[src/rtl/fir_filter_gd_sequencer.sv]
// Tap sequencer in front of the FIR gd/ms pipeline register: stores sample history and
// coefficients, then replays NUM_TAPS (x[n-k], h[k]) pairs per accepted sample.
module fir_filter_gd_sequencer #(
    parameter int INPUT_WIDTH = 32,
    parameter int NUM_TAPS    = 8
) (
    input  logic                        clk,
    input  logic                        rst,
    input  logic                        freeze,
    input  logic                        flush,
    input  logic [INPUT_WIDTH-1:0]      sample_in,
    input  logic                        sample_valid_in,
    output logic                        sample_ready_out,
    input  logic                        coeff_wr_en,
    input  logic [$clog2(NUM_TAPS)-1:0] coeff_wr_addr,
    input  logic [INPUT_WIDTH-1:0]      coeff_wr_data,
    output logic                        coeff_wr_ready,
    output logic [INPUT_WIDTH-1:0]      fir_input_out,
    output logic [INPUT_WIDTH-1:0]      coeff_data_out,
    output logic                        overwrite_out,
    output logic                        output_valid_out,
    output logic                        busy_out
);

    localparam int            AW       = $clog2(NUM_TAPS);
    localparam logic [AW-1:0] LAST_TAP = AW'(NUM_TAPS - 1);

    typedef enum logic {
        IDLE = 1'b0,
        RUN  = 1'b1
    } state_t;

    state_t                 r_state;
    state_t                 w_next_state;

    logic [INPUT_WIDTH-1:0] r_history [NUM_TAPS];
    logic [INPUT_WIDTH-1:0] r_coeff   [NUM_TAPS];
    logic [AW-1:0]          r_tap;
    logic [AW-1:0]          r_rd_ptr;
    logic [AW-1:0]          r_wr_ptr;

    logic [INPUT_WIDTH-1:0] r_fir_input;
    logic [INPUT_WIDTH-1:0] r_coeff_data;
    logic                   r_overwrite;
    logic                   r_output_valid;

    logic                   w_idle_open;
    logic                   w_accept;
    logic                   w_coeff_we;
    logic                   w_step;
    logic                   w_addr_ok;

    // Only matters when NUM_TAPS is not a power of two: writes past the table are dropped.
    assign w_addr_ok = ({1'b0, coeff_wr_addr} < (AW + 1)'(NUM_TAPS));

    // NOTE: every combinational output gets a default first so no path can infer a latch.
    always_comb begin
        w_idle_open      = rst && (r_state == IDLE) && !freeze && !flush;
        coeff_wr_ready   = w_idle_open;
        sample_ready_out = w_idle_open && !coeff_wr_en;
        w_coeff_we       = w_idle_open && coeff_wr_en && w_addr_ok;
        w_accept         = sample_valid_in && w_idle_open && !coeff_wr_en;
        w_step           = 1'b0;
        w_next_state     = r_state;

        case (r_state)
            IDLE: begin
                if (w_accept) begin
                    w_next_state = RUN;
                end
            end
            RUN: begin
                if (flush) begin
                    w_next_state = IDLE;
                end else if (!freeze) begin
                    w_step = 1'b1;
                    if (r_tap == LAST_TAP) begin
                        w_next_state = IDLE;
                    end
                end
            end
            default: w_next_state = IDLE;
        endcase
    end

    // NOTE: sequential state uses non-blocking assignments so all registers update together.
    always_ff @(posedge clk or negedge rst) begin
        if (!rst) begin
            r_state <= IDLE;
        end else begin
            r_state <= w_next_state;
        end
    end

    // NOTE: both tables are reset because the filter must see zero history after reset.
    always_ff @(posedge clk or negedge rst) begin
        if (!rst) begin
            for (int i = 0; i < NUM_TAPS; i++) begin
                r_history[i] <= '0;
                r_coeff[i]   <= '0;
            end
            r_tap          <= '0;
            r_rd_ptr       <= '0;
            r_wr_ptr       <= '0;
            r_fir_input    <= '0;
            r_coeff_data   <= '0;
            r_overwrite    <= 1'b0;
            r_output_valid <= 1'b0;
        end else if (flush) begin
            r_tap          <= '0;
            r_rd_ptr       <= '0;
            r_fir_input    <= '0;
            r_coeff_data   <= '0;
            r_overwrite    <= 1'b0;
            r_output_valid <= 1'b0;
        end else if (!freeze) begin
            if (w_step) begin
                r_fir_input    <= r_history[r_rd_ptr];
                r_coeff_data   <= r_coeff[r_tap];
                r_overwrite    <= (r_tap == '0);
                r_output_valid <= (r_tap == LAST_TAP);
                r_rd_ptr       <= (r_rd_ptr == '0) ? LAST_TAP : r_rd_ptr - 1'b1;
                r_tap          <= (r_tap == LAST_TAP) ? '0 : r_tap + 1'b1;
            end else begin
                r_fir_input    <= '0;
                r_coeff_data   <= '0;
                r_overwrite    <= 1'b0;
                r_output_valid <= 1'b0;
            end

            // Newest sample sits at the old write pointer; reading walks backwards in time.
            if (w_accept) begin
                r_history[r_wr_ptr] <= sample_in;
                r_rd_ptr            <= r_wr_ptr;
                r_wr_ptr            <= (r_wr_ptr == LAST_TAP) ? '0 : r_wr_ptr + 1'b1;
                r_tap               <= '0;
            end

            if (w_coeff_we) begin
                r_coeff[coeff_wr_addr] <= coeff_wr_data;
            end
        end
    end

    assign fir_input_out    = r_fir_input;
    assign coeff_data_out   = r_coeff_data;
    assign overwrite_out    = r_overwrite;
    assign output_valid_out = r_output_valid;
    assign busy_out         = (r_state == RUN);

endmodule

[config.mk]
export PLATFORM = sky130hd
export DESIGN_NAME = fir_filter_gd_sequencer
export DESIGN_NICKNAME = d
export VERILOG_FILES = /design/src/rtl/fir_filter_gd_sequencer.sv
export SDC_FILE = /design/constraint.sdc
export NUM_CORES = 1
export LEC_CHECK = 0
export CAP_MARGIN = 20
export CORE_MARGIN = 2
export CORE_UTILIZATION = 40
export DETAILED_ROUTE_END_ITERATION = 7
export MAX_ROUTING_LAYER = met4
export SYNTH_ARGS = -nofsm -noshare
export SYNTH_HDL_FRONTEND = slang
export SYNTH_SLANG_ARGS = --single-unit
[constraint.sdc]
create_clock -name clk -period 3.45 [get_ports clk]
set_clock_uncertainty 0.1 [all_clocks]
set_input_delay 0.69 -clock clk [delete_from_list [all_inputs] [get_ports clk]]
set_output_delay 0.69 -clock clk [all_outputs]
set_load 0.02 [all_outputs]
# --- Word-level counts from Yosys, hierarchy flattened ---
# Cells that the tools add are included.
classes:
  add_sub_neg: 3
  n_lt_le_gt_ge: 6
  n_eq_ne: 3
  muxes: 43
  n_bitwise: 7
  reduce_logical: 18
ops:
  columns: ["operator", "n"]
  rows:
  - ["bitwise mux 256 bit", 2]
  - ["two-way mux 32 bit", 12]
  - ["binary-select mux 32 bit (select 3 bit)", 2]
  - ["demux 32 bit (select 3 bit)", 2]
  - ["two-way mux 3 bit", 11]
  - [">= comparator 4 bit (second input constant)", 4]
  - ["inverter 3 -> 4 bit", 4]
  - ["two-way mux 1 bit", 13]
  - ["logical AND 1 bit", 9]
  - ["< comparator 4 x 1 -> 1 bit (second input constant)", 2]
  - ["adder 3 x 1 -> 3 bit (second input constant)", 2]
  - ["equality test 3 bit (second input constant)", 2]
  - ["logical NOT 3 bit", 2]
  - ["AND reduction 3 bit", 2]
  - ["logical NOT 1 bit", 3]
  - ["inverter 1 bit", 3]
  - ["nonzero test 3 bit", 1]
  - ["subtractor 3 x 1 -> 3 bit (second input constant)", 1]
  - ["!= test 2 x 1 -> 1 bit (second input constant)", 1]
  - ["case mux 1 bit (2 select lines)", 1]
  - ["AND reduction 2 bit", 1]
totals:
  regBits: 588
  inputBits: 73
  word_cells: 104

# --- Depth between registers and ports, before layout ---
logic_depth:
  ltp_word: 9
  depth_mapped: 9

# --- Worst setup path before layout ---
# OpenSTA, ideal clock, no wires.
synth_path:
  path_kind: "input port to flip-flop"
  startpoint: "input port freeze"
  endpoint: "register r_coeff[3] (netlist bit)"
  setup_ns: 0.128
  arrival_ns: 2.148
  path_slack_ns: 1.074
  stages: 8
  path_buffers: 2
  path_cell_list: "nor2_2 > nand3_2 > inv_2 > nand2_1 > or3_1 > clkbuf_1 > buf_2 > mux2_1"
synth_via:
  elab_chain_cells: 5
  word_cells_on_any_way: 6
  cone_classes: "1 x bitwise; 5 x reduce/logical"
synth_rtl:
  columns: ["element", "line_no", "rtl"]
  rows:
  - ["start, declared", "9", "input logic freeze,"]
  - ["logical NOT 1 bit", null, null]
  - ["logical AND 1 bit (2 in a row)", "58", "w_idle_open = rst && (r_state == IDLE) && !freeze && !flush;"]
  - ["via coeff_wr_ready", "17", "output logic coeff_wr_ready,"]
  - ["logical AND 1 bit", "61", "w_coeff_we = w_idle_open && coeff_wr_en && w_addr_ok;"]
  - ["AND reduction 3 bit (no source line)", null, null]
  - ["end signal, assigned by index", "140", "r_coeff[coeff_wr_addr] <= coeff_wr_data;"]
  - ["end, declared", "37", "logic [INPUT_WIDTH-1:0] r_coeff [NUM_TAPS];"]
# The timed path passes the listed nets, and every way through them passes these cells.
# A chain may end at the register's enable or synchronous reset.

# --- Worst setup path in the final report ---
layout_path:
  startpoint: "input port freeze"
  endpoint: "output port coeff_wr_ready"
layout_via:
  elab_chain_cells: 3
layout_rtl:
  columns: ["element", "line_no"]
  rows:
  - ["logical NOT 1 bit", null]
  - ["logical AND 1 bit (2 in a row)", "58"]
  - ["end, declared", "17"]
# No other way between the ends.

==> flow_metrics.env <==
export IMPL_status="complete, no violations"
export IMPL_rsz0062_at_grt="no"
export IMPL_crit_fanout=6
export IMPL_root_buffer="clkbuf_16"
export IMPL_ys_flop_type="dfrtp_1"
export IMPL_cts_tree="done"
export IMPL_clk_latency_ns=0.60
export IMPL_dieHeight_um=258
export IMPL_clk_path_buf_depth=3
export IMPL_yosys_warnings=0
export IMPL_viasPerCell=5.44
export IMPL_cts_repair_resized=0
export IMPL_io_pins=142
export IMPL_setup_violations=0
export IMPL_synthArstFlopShare_pct=100
export IMPL_synth_cells=1754
export IMPL_grt_pass1_vias=16783
export IMPL_port_buffers=141
export IMPL_tightest_slew_ns=1.03
export IMPL_synth_top_area_share_pct=56.9
export IMPL_fin_crit_sh_pct=93.8
export IMPL_synth_compound_area_share_pct=3.72
export IMPL_cts_max_level=3
export IMPL_syn_nets=1834
export IMPL_crit_slowest_cell="clkdlybuf4s50_1"
export IMPL_rows=93
export IMPL_fin_ws_ns=0.213
export IMPL_slew_headroom_pct=31.0
export IMPL_core_um2=64200
export IMPL_synth_area_um2=25900
export IMPL_grt_ovfl_total=0
export IMPL_holdCritPathClass="primary input to asynchronous set/reset pin"
export IMPL_wl_mm=63.7
export IMPL_die_x_um=258
export IMPL_dp_cells=2690
export IMPL_layout_drive_gt1_share_pct=40.7
export IMPL_syn_avg_cell_area_um2=14.7
export IMPL_peakVddDrop_uv=473
export IMPL_cp_slowest_stage_delay_ns=0.70
export IMPL_synth_most_common_cell="dfrtp_1"
export IMPL_cts_buffers=67
export IMPL_synth_top_cells_by_count="dfrtp_1 (588), mux2_2 (537), mux2_1 (105)"
export IMPL_multi_input_area_um2=10700
export IMPL_syn_to_final_growth_pct=18.9
export IMPL_yosysSeqAreaShare_pct=56.9
export IMPL_comb_power_share_pct=12.4
export IMPL_critPathArrivalTime_ns=2.45
export IMPL_ys_seq_elements=588
export IMPL_fin_nets=1985
export IMPL_vias=15346
export IMPL_post_synth_top_area_cell="dfrtp_1"
export IMPL_fin_area_um2=30800
export IMPL_grt_max_degree=181
export IMPL_detail_route_iter0_violations=799
export IMPL_finalHoldViolations=0
export IMPL_crit_top_cell="clkdlybuf4s50_1"
export IMPL_synth_xor_area_share_pct=0
export IMPL_synthMuxAreaShare_pct=33.6
export IMPL_crit_required_ns=2.66
export IMPL_final_max_slew_viol_count=0
export IMPL_fmax_ghz=0.309
export IMPL_crit_path_end_kind="output port"
export IMPL_stdcell_count=2819
export IMPL_drtPass1Iterations=7
export IMPL_crit_start="freeze"
export IMPL_grt_pass1_wl_mm=100
export IMPL_p_sw_share_pct=24.4
export IMPL_ys_top_cells_by_area="dfrtp_1 (57%), mux2_2 (23%), mux4_2 (5.6%)"
export IMPL_place_congestion=0.742
export IMPL_p_leak_nw=14.6
export IMPL_post_place_ws_ns=0.215
export IMPL_dpl_instance_area_um2=28500
export IMPL_seqPwrFrac_pct=46.3
export IMPL_grtUsageTotal_pct=20.1
export IMPL_setup_tns_ns=0
export IMPL_period_minus_slack_ns=3.24
export IMPL_regArea_um2=14700
export IMPL_p_clk_share_pct=41.2
export IMPL_cp_cell_sequence="clkdlybuf4s50_1, nor2_2, nand3_2, inv_2, clkdlybuf4s50_1"
export IMPL_ys_types=39
export IMPL_start_util_pct=40.3
export IMPL_fill_cells=5600
export IMPL_path_clk_slew_ns=0.06
export IMPL_p_int_mw=13.2
export IMPL_p_sw_mw=4.27
export IMPL_drc=0
export IMPL_crit_type="primary input to output port"
export IMPL_cap_viol_max_count=0
export IMPL_synth_edff_count=0
export IMPL_die_area_um2=66700
export IMPL_avgRoutedWirePerCell_um=22.6
export IMPL_p_per_area_nw_per_um2=568
export IMPL_ant_nets=0
export IMPL_timing_rr_start="busy_out"
export IMPL_synth_top_family_by_area="multiplexers"
export IMPL_synthAdderAreaFrac_pct=0.339
export IMPL_clock_sinks=588
export IMPL_dpl_hpwl_mm=37.2
export IMPL_critPathLaunchType="primary input"
export IMPL_antenna_found_initial=5
export IMPL_synth_simple_gate_area_share_pct=3.28
==> final timing paths <==
path / end / slack [ns] / cells after the start
min in group clk: fir_input_out[29] / 0.38 / 2
hold / removal: r_history[252] / 0.17 / 2
setup / recovery: coeff_wr_ready / 0.21 / 5
hold reg to reg: fir_input_out[29] / 0.38 / 2
max in group asynchronous: r_coeff[239] / 1.70 / 3
setup reg to reg: r_coeff[165] / 0.88 / 5
==> through the flow <==
step	util, %	hold slack (ns)	power (mW)
3_5_place_dp	44.3	0.367	10.4
6_report	47.9	0.173	17.5
3_3_place_gp	44.3	0.363	10.3
2_1_floorplan	-	0.294	9.62
5_1_grt	47.9	0.191	18.3
4_1_cts	47.9	0.151	17.7
==> critical path, delay by kind of cell <==
kind                   cells  cell delay (ns)
AND/OR/NAND/NOR            2             0.44
buffers and inverters      3             1.32
==> layer usage <==
| layer | vias to the layer above | part of all wire, % | wire, um | GRT usage, % |
|---|---|---|---|---|
| li1 | 6778 | - | - | - |
| met1 | 8184 | 44 | 28100 | 25.5 |
| met2 | 273 | 49 | 31200 | 32.7 |
| met3 | 111 | 4.5 | 2880 | 3.62 |
| met4 | 0 | 2.5 | 1590 | 6.21 |
| met5 | - | 0 | 0 | - |
==> power by group through the flow <==
stage          logic [mW]  registers, mW  clock network (mW)
6_report             2.17           8.10                7.21
5_1_grt              2.37           8.20                7.72
4_1_cts              2.21           8.10                7.41
3_5_place_dp         2.20           8.23                   0
3_3_place_gp         2.14           8.17                   0
2_1_floorplan        1.67           7.96                   0
==> state kept, by name, indices dropped and copies added, names as in the netlist <==
signal,count
overwrite_out,1
r_coeff,256
r_rd_ptr,3
busy_out,1
output_valid_out,1
coeff_data_out,32
r_tap,3
r_wr_ptr,3
fir_input_out,32
r_history,256
==> cells by family (layout without fill, tap and decap cells) <==
family                   Yosys count  count (layout)
adder cells (fa/ha/maj)            7               7
multiplexers                     709             709
flip-flops                       588             588
AO/OA/AOI/OAI                    140             140
buffers and inverters            129             332
other                              0               7
AND/OR/NAND/NOR                  181             181
==> area by class of cell <==
type | count | area share, %
sequential | 588 | 47.9
multi-input combinational | 1037 | 34.7
clock buffer | 99 | 6.60
timing repair buffer | 201 | 6.48
tap | 855 | 3.48
clock inverter | 22 | 0.744
inverter | 10 | 0.122
antenna | 7 | 0.0569
==> cells in the final DEF, fill, tap and decap left out, types with 2 or more instances in the layout <==
cell / count
inv_2: 3
nor3_1: 2
a21o_1: 2
mux2i_1: 3
nand4_1: 3
mux2_2: 537
inv_16: 2
clkdlybuf4s50_1: 140
inv_1: 7
dfrtp_4: 2
mux4_2: 64
nand3_2: 3
clkbuf_1: 11
nor2b_1: 2
ha_1: 7
bufinv_16: 3
nand2_1: 78
nor2_1: 71
clkinv_2: 13
o31ai_1: 65
nor4_4: 4
inv_6: 2
dfrtp_1: 584
nor3_4: 2
diode_2: 7
o22ai_1: 64
a21oi_1: 4
nand4b_1: 2
buf_4: 49
clkbuf_16: 69
clkbuf_8: 19
dfrtp_2: 2
mux2_1: 105
nor4b_1: 2
nand4b_2: 2
o2bb2ai_1: 2
buf_12: 10
==> repair_timing <==
item                                    CTS  global route
buffers inserted                          0             0
hold buffers                              1             0
endpoints found under the setup margin    0             0
endpoints found under the hold margin     2             0
No activity file was read; power rests on OpenSTA's default activity.
